$ cat src/rtl/instr_fetch_unit.sv
// LEGv8 instruction fetch front end: PC, single-outstanding imem requests, prefetch FIFO.
// Optional IFU_PERF_CNT_EN adds perf_fetched / perf_flushed counters.
module instr_fetch_unit #(
    parameter int unsigned         ADDR_W     = 64,
    parameter logic [ADDR_W-1:0]   RESET_PC   = '0,
    parameter int unsigned         FIFO_DEPTH = 2
) (
    input  logic              clk,
    input  logic              reset,
    output logic              imem_req,
    output logic [ADDR_W-1:0] imem_addr,
    input  logic              imem_ack,
    input  logic [31:0]       imem_rdata,
    input  logic              redirect_valid,
    input  logic [ADDR_W-1:0] redirect_pc,
    output logic              out_valid,
    input  logic              out_ready,
    output logic [31:0]       out_instr,
    output logic [10:0]       out_opcode,
    output logic [ADDR_W-1:0] out_pc
`ifdef IFU_PERF_CNT_EN
    ,
    output logic [31:0]       perf_fetched,
    output logic [31:0]       perf_flushed
`endif
);

    localparam int unsigned PW = (FIFO_DEPTH > 1) ? $clog2(FIFO_DEPTH) : 1;
    localparam int unsigned CW = $clog2(FIFO_DEPTH + 1);

    typedef enum logic [1:0] {IDLE, REQ, DROP} state_t;

    state_t            state, state_n;
    logic [ADDR_W-1:0] fetch_pc, drop_addr;
    logic [ADDR_W-1:0] buf_pc    [FIFO_DEPTH];
    logic [31:0]       buf_instr [FIFO_DEPTH];
    logic [PW-1:0]     rd_ptr, wr_ptr;
    logic [CW-1:0]     count, count_after;
    logic              push, pop;

    function automatic logic [PW-1:0] ptr_inc(input logic [PW-1:0] p);
        return (p == PW'(FIFO_DEPTH - 1)) ? '0 : p + PW'(1);
    endfunction

    assign out_valid   = (count != '0);
    assign pop         = out_valid && out_ready && !redirect_valid;
    assign push        = (state == REQ) && imem_ack && !redirect_valid;
    assign count_after = count + CW'(push) - CW'(pop);

    assign imem_req   = (state != IDLE);
    // A squashed request keeps presenting its original address until it completes
    assign imem_addr  = (state == DROP) ? drop_addr : fetch_pc;
    assign out_instr  = out_valid ? buf_instr[rd_ptr] : '0;
    assign out_pc     = out_valid ? buf_pc[rd_ptr]    : '0;
    assign out_opcode = out_instr[31:21];

    always_comb begin
        state_n = state;
        unique case (state)
            IDLE: if (count < CW'(FIFO_DEPTH)) state_n = REQ;
            REQ:  if (imem_ack) state_n = (count_after < CW'(FIFO_DEPTH)) ? REQ : IDLE;
            DROP: if (imem_ack) state_n = REQ;
            default: state_n = IDLE;
        endcase
        // Redirect overrides; an outstanding request without ack must be drained first
        if (redirect_valid) begin
            unique case (state)
                IDLE:    state_n = REQ;
                REQ:     state_n = imem_ack ? REQ : DROP;
                DROP:    state_n = imem_ack ? REQ : DROP;
                default: state_n = IDLE;
            endcase
        end
    end

    always_ff @(posedge clk or posedge reset) begin
        if (reset) begin
            state     <= IDLE;
            fetch_pc  <= RESET_PC;
            drop_addr <= RESET_PC;
            rd_ptr    <= '0;
            wr_ptr    <= '0;
            count     <= '0;
            for (int unsigned i = 0; i < FIFO_DEPTH; i++) begin
                buf_pc[i]    <= '0;
                buf_instr[i] <= '0;
            end
        end else begin
            state <= state_n;
            if (redirect_valid) begin
                fetch_pc <= redirect_pc;
                rd_ptr   <= '0;
                wr_ptr   <= '0;
                count    <= '0;
                if (state == REQ && !imem_ack) drop_addr <= fetch_pc;
            end else begin
                if (push) begin
                    buf_pc[wr_ptr]    <= fetch_pc;
                    buf_instr[wr_ptr] <= imem_rdata;
                    wr_ptr            <= ptr_inc(wr_ptr);
                    fetch_pc          <= fetch_pc + ADDR_W'(4);
                end
                if (pop) rd_ptr <= ptr_inc(rd_ptr);
                count <= count_after;
            end
        end
    end

`ifdef IFU_PERF_CNT_EN
    always_ff @(posedge clk or posedge reset) begin
        if (reset) begin
            perf_fetched <= '0;
            perf_flushed <= '0;
        end else begin
            if (push) perf_fetched <= perf_fetched + 32'd1;
            if (redirect_valid)
                perf_flushed <= perf_flushed + 32'(count) + 32'(state == REQ && imem_ack);
        end
    end
`endif

endmodule

$ cat config.mk
export PLATFORM = sky130hd
export DESIGN_NAME = instr_fetch_unit
export DESIGN_NICKNAME = d
export VERILOG_FILES = /design/src/rtl/instr_fetch_unit.sv
export SDC_FILE = /design/constraint.sdc
export NUM_CORES = 1
export LEC_CHECK = 0
export BUFFER_PORTS_ARGS = -buffer_cell sky130_fd_sc_hd__buf_2
export CAP_MARGIN = 10
export CELL_PAD_IN_SITES_DETAIL_PLACEMENT = 1
export CELL_PAD_IN_SITES_GLOBAL_PLACEMENT = 1
export CORE_AREA = 10 10 224 226
export CTS_BUF_LIST = sky130_fd_sc_hd__clkbuf_8 sky130_fd_sc_hd__clkbuf_16
export CTS_CLUSTER_DIAMETER = 60
export DETAILED_ROUTE_END_ITERATION = 10
export DIE_AREA = 0 0 234 236
export PLACE_DENSITY_LB_ADDON = 0.1
export SLEW_MARGIN = 5
export SYNTH_ARGS = -nofsm -noshare
export SYNTH_HDL_FRONTEND = slang
export SYNTH_SLANG_ARGS = --single-unit
$ cat constraint.sdc
create_clock -name clk -period 12.19 [get_ports clk]
set_input_delay 1.219 -clock clk [delete_from_list [all_inputs] [get_ports clk]]
set_output_delay 1.219 -clock clk [all_outputs]
set_load 0.005 [all_outputs]
==> impl_metrics.ini, run 1 <==
[outcome]
status = finished clean

[grt]
grt_pass1_vias = 12400
grt_max_degree = 142
grt_pass1_wl_mm = 73.7
grt_util_all_layers_pct = 17.0
grt_antenna_before_repair = 0
grt_overflow = 0

[synth]
synth_ff_type = dfrtp_1
syn_area_per_cell_sq_um = 11.5
synth_top_area_share_pct = 51.6
synth_fp_nets = 1484
yosysUniqueCellTypes = 47
synth.area.top_cells = dfrtp_1 (52%), mux2_2 (21%), mux2i_1 (6.1%), nor2_1 (3.1%), nand2_1 (2.6%)
synth_largest_area_cell = dfrtp_1
ys_seq_area_share_pct = 51.6
syn_inst = 1376
synth-seq-cells = 326
synthesis.area_sq_um = 15800
synthArstFlopShare_pct = 100
synth_edf_count = 0
ys.warnings.count = 0

[cts]
root_buffer = clkbuf_16
cts-hold-fix-buffers = 0
post_cts_buffers = 0
cts.sink_count = 326
cts_tree = done
cts-buffers-inserted = 42
cts.clk_slew.worst_paths_ns = 0.05
post_cts_resized = 0
htreeDepth = 2
worstSkewPairLatency_ns = 0.55
clockBufferDepth = 3

[die]
coreArea_sq_um = 45900
rows = 79
io_pins = 274
start_util_pct = 34.5
fp.dieH_um = 236
die_x_um = 234
die_area_sq_um = 55200

[final_layout]
areaGrowthSynthToFinish_pct = 20.5
drive_gt1_share_pct = 41.1
antennaDiodeCount = 0
seq_area_sq_um = 8160
fin_nets = 1694
instances_no_fill = 2224
multiInputGateArea_sq_um = 7090
nFillCells = 5032

[critical_path]
rrSetupSlack_ns = 8.87
cp_max_fo = 51
startpoint_type = flip-flop
cp-end-kind = output port
crit_required_ns = 10.97
cp_data_arrival_time_ns = 3.20
critical_path_class = flip-flop to output port

[power_and_ir_drop]
power_density_nw_per_um2 = 225
leakagePower_nw = 8.49
power_mw = 4.28
peakVddDrop_mv = 0.0897

[sta]
drv_slew = 0
hold_viol = 0
timing.slew.headroom_pct = 27.2
setup-tns-final_ns = 0
final.setup_skew_ns = 0.0134
worst_slew_pin_slew_ns = 1.09
max_freq_mhz = 226
setup_viol = 0
rsz0062_at_grt = false
post-route-period-util_pct = 36.2
period_minus_slack_ns = 4.42

[detailed_routing]
drc = 0
ant_nets = 0
first_pass_iters = 4
first_iter_violations = 557
wl_mm = 47.1
viasPerCell = 5.04
num_vias = 11200
wl_per_cell_um = 21.2

[hold_path]
hp-class = flip-flop to flip-flop

[placed_design]
dpl.hpwl_mm = 31.2
gp_congestion = 0.720
portBuffers = 273
dp_cells = 2149

[run]
max-cap-violations = 0
-- worst max-delay path: stages (launching register included) --
cell and delay [ns]:
dfrtp_4 1.14, buf_4 0.86, mux2i_1 0.18, nor2_1 0.25, buf_2 0.17
-- cell usage after synthesis, types with 2 or more instances --
| master | instances |
|---|---|
| o21ai_0 | 72 |
| a22oi_1 | 4 |
| mux2_2 | 295 |
| dfrtp_1 | 326 |
| nor2_1 | 129 |
| inv_1 | 19 |
| buf_4 | 11 |
| or4_1 | 14 |
| nor2b_1 | 6 |
| nand4_2 | 2 |
| o31a_1 | 2 |
| or3_1 | 2 |
| buf_1 | 16 |
| and3_1 | 2 |
| nand4_1 | 21 |
| a311o_1 | 2 |
| mux2i_1 | 97 |
| ha_1 | 7 |
| o31ai_1 | 7 |
| xor2_1 | 15 |
| and4_1 | 8 |
| nor4_1 | 17 |
| a21oi_1 | 3 |
| clkbuf_1 | 86 |
| xnor2_1 | 31 |
| nor3_1 | 12 |
| a31oi_1 | 9 |
| and2_1 | 2 |
| buf_2 | 8 |
| nand3_1 | 27 |
| nand2_1 | 108 |
-- per-stage QoR --
stage          area (sq um)  utilization, %  setup WS, ns  hold slack, ns
6_report              19000            41.5          7.77           0.479
3_3_place_gp          17600            38.4          8.12           0.461
5_1_grt               19000            41.5          7.57           0.511
3_5_place_dp          17600            38.4          8.10           0.474
4_1_cts               19000            41.5          7.66           0.486
2_1_floorplan         15800               -          1.94           0.450
-- flip-flops by register name, summed over array words and instances (netlist names) --
| register | flops |
|---|---|
| drop_addr | 64 |
| fetch_pc | 64 |
| wr_ptr | 1 |
| state | 2 |
| rd_ptr | 1 |
| buf_pc | 128 |
| buf_instr | 64 |
| count | 2 |
-- cell usage in the layout, fill, tap and decap left out, types with 2 or more instances in the layout --
cell / instances
a21oi_1: 3
a22oi_1: 4
a311o_1: 2
a31oi_1: 9
and2_1: 2
and3_1: 2
and4_1: 8
buf_2: 272
buf_4: 16
bufinv_16: 3
clkbuf_16: 43
clkbuf_8: 15
clkinv_4: 2
clkinvlp_4: 2
dfrtp_1: 325
ha_1: 6
inv_1: 25
inv_6: 2
mux2_2: 295
mux2i_1: 97
nand2_1: 107
nand3_1: 27
nand4_1: 21
nand4_2: 2
nor2_1: 127
nor2_4: 2
nor2b_1: 6
nor3_1: 12
nor4_1: 17
o21ai_0: 72
o31a_1: 2
o31ai_1: 7
or3_1: 2
or4_1: 14
xnor2_1: 31
xor2_1: 15
-- final cells by class --
type / count / area share [%]
sequential: 326 / 42.8
tap: 607 / 3.99
timing repair buffer: 289 / 7.88
inverter: 19 / 0.414
multi-input combinational: 908 / 37.2
clock buffer: 58 / 6.73
clock inverter: 17 / 0.900
-- metal layers --
metal,wire length (um),global-route usage (%),part of all wire [%],vias to the layer above
met2,23000,28.4,49,197
met3,2280,3.31,4.8,45
met5,0,0,0,-
li1,-,-,-,5216
met4,746,4.36,1.6,0
met1,21000,22.0,45,5762
-- power by group --
part	total [mW]	switching (mW)	internal, mW
clock	1.28	0.483	0.795
combinational	1.21	0.561	0.653
sequential	1.79	0.271	1.52
-- final timing paths --
check	start	end	cells after the start
hold / removal	buf_pc[22]	buf_pc[22]	2
min in group asynchronous	reset	drop_addr[55]	2
setup / recovery	rd_ptr	out_pc[46]	4
setup reg to reg	state[1]	fetch_pc[61]	8
max in group asynchronous	reset	buf_pc[6]	3
hold reg to reg	buf_pc[22]	buf_pc[22]	2
-- kinds of logic (layout without fill, tap and decap cells) --
kind of cell             count (synthesis)  count (layout)  synth area share [%]
AND/OR/NAND/NOR                        358             358                  10.6
adder cells (fa/ha/maj)                  7               7                 0.554
multiplexers                           392             392                  27.2
XOR/XNOR                                46              46                  2.55
buffers and inverters                  142             383                  3.75
flip-flops                             326             326                  51.6
AO/OA/AOI/OAI                          105             105                  3.83
Power figures use the tool's default switching activity.
==> inputs of run 2 (changes only) <==
==> constraint.sdc (replaced) <==
create_clock -name clk -period 4.29 [get_ports clk]
set_input_delay 0.429 -clock clk [delete_from_list [all_inputs] [get_ports clk]]
set_output_delay 0.429 -clock clk [all_outputs]
set_load 0.005 [all_outputs]
==> impl_metrics.ini, run 2 (synthesis gave the netlist of run 1 again) <==
[power_and_ir_drop]
power_density_nw_per_um2 = 630
peakVddDrop_mv = 0.226
internal-power_mw = 8.25
leakagePower_nw = 8.48
switchingPower_mw = 3.73
switching_share_pct = 31.2
power_frac_clock_pct = 28.5
power_frac_comb_pct = 29.5
seqPwrFrac_pct = 42.0

[cts]
clockBufferDepth = 3
cts.sink_count = 326
cts-buffers-inserted = 41
worstSkewPairLatency_ns = 0.56
cts_tree = done
cts.clk_slew.worst_paths_ns = 0.06
htreeDepth = 2
root_buffer = clkbuf_16
post_cts_resized = 0

[hold_path]
hp-class = input pin to flip-flop

[detailed_routing]
drc = 0
wl_mm = 48.0
wl_per_cell_um = 21.6
viasPerCell = 5.05
first_pass_iters = 6
ant_nets = 0
first_iter_violations = 526
num_vias = 11200

[final_layout]
areaGrowthSynthToFinish_pct = 20.3
mostFrequentLayoutCell = dfrtp_1
drive_gt1_share_pct = 41.0
antennaDiodeCount = 0
fin_nets = 1697
fin_util_pct = 41.5
largest_register_ffs = 128
regMostFlops = buf_pc
layout_common_cells = dfrtp_1 (325), mux2_2 (295), buf_2 (272)

[die]
die_x_um = 234
coreArea_sq_um = 45900
die_area_sq_um = 55200
start_util_pct = 34.5
rows = 79
fp.dieH_um = 236
io_pins = 274

[grt]
grt_max_degree = 134
grt_overflow = 0
grt_util_all_layers_pct = 17.3
grt_antenna_before_repair = 0
grt_pass1_wl_mm = 75.1
grt_pass1_vias = 12500

[sta]
worst_slew_pin_slew_ns = 0.918
setup-tns-final_ns = 0
post-route-period-util_pct = 79.7
hold_viol = 0
timing.slew.headroom_pct = 38.8
drv_slew = 0
period_minus_slack_ns = 3.42
rsz0062_at_grt = false
setup_viol = 0
max_freq_mhz = 293
final.setup_skew_ns = 0.0124

[outcome]
status = finished clean

[critical_path]
worst_path_max_delay_cell = nor4_2
cpPeakStageDelay_ns = 0.90
startpoint_type = flip-flop
cp_max_fo = 18
crit_required_ns = 4.71
cp_data_arrival_time_ns = 3.83
critical_path_class = flip-flop to flip-flop
cp-end-kind = flip-flop
path_cells = inv_1, ha_1, nand3_1, or4_1, nor4_2, a21oi_1, nand3b_1

[placed_design]
gp_congestion = 0.728
portBuffers = 273
dpl.hpwl_mm = 32.4

[run]
max-cap-violations = 0
[run 2: what timing repair did]
action	in CTS	in global routing
hold buffers	1	0
setup buffers	0	0
hold endpoints to repair	19	0
[run 2: power groups by stage]
| stage | sequential (mW) | clock [mW] | combinational (mW) |
|---|---|---|---|
| floorplan | 4.81 | 0 | 2.57 |
| global placement | 5.00 | 0 | 3.56 |
| detailed placement | 5.09 | 0 | 3.65 |
| CTS | 5.04 | 3.54 | 3.66 |
| global route | 5.22 | 3.67 | 3.95 |
| finish | 5.03 | 3.42 | 3.54 |
[run 2: area by class of cell]
type / count / area [sq um]
fillers: 5056 / 26800
flip-flops and latches: 326 / 8160
multi-input cells: 908 / 7090
repair buffers: 293 / 1580
clock buffers: 51 / 1190
well taps: 607 / 759
clock inverters: 22 / 159
inverters: 19 / 75.1
[run 2: stage by stage]
step	hold WS (ns)	area [sq um]	worst slack [ns]	std cells	total power, mW
final	0.0842	19000	0.872	2226	12.0
after global routing	0.0821	19000	0.587	2226	12.8
after CTS	0.0532	19000	0.847	2226	12.2
after detailed placement	0.470	17700	0.893	2152	8.73
after global placement	0.461	17700	0.941	2152	8.56
after floorplan	0.450	15800	-0.490	1376	7.38
[run 2: per-layer routing]
layer / up-vias / part of all wire, % / global-route usage [%]
met4: 0 / 1.1 / 3.07
li1: 5225 / - / -
met3: 42 / 5.0 / 3.89
met1: 5764 / 44 / 22.1
met2: 200 / 50 / 29.4
met5: - / 0 / 0
[run 2: worst max-delay path: cells and delay by family, from the launching register on]
family                     cells  cell delay [ns]
DFF                            1             0.42
buffers and inverters          1             0.10
and+or+nand+nor                4             2.27
AOI/OAI and AO/OA              1             0.14
adders and majority gates      1             0.34
[run 2: path summary, 6_finish.rpt]
| check | startpoint | cells past startpoint | slack [ns] | end |
|---|---|---|---|---|
| max in group asynchronous | reset | 4 | 2.60 | drop_addr[26] |
| setup reg to reg | state[1] | 7 | 0.87 | fetch_pc[48] |
| min in group asynchronous | reset | 3 | 0.51 | buf_pc[119] |
| hold / removal | redirect_pc[15] | 3 | 0.08 | fetch_pc[15] |
| setup / recovery | state[1] | 7 | 0.87 | fetch_pc[48] |
| hold reg to reg | buf_pc[9] | 2 | 0.48 | buf_pc[9] |
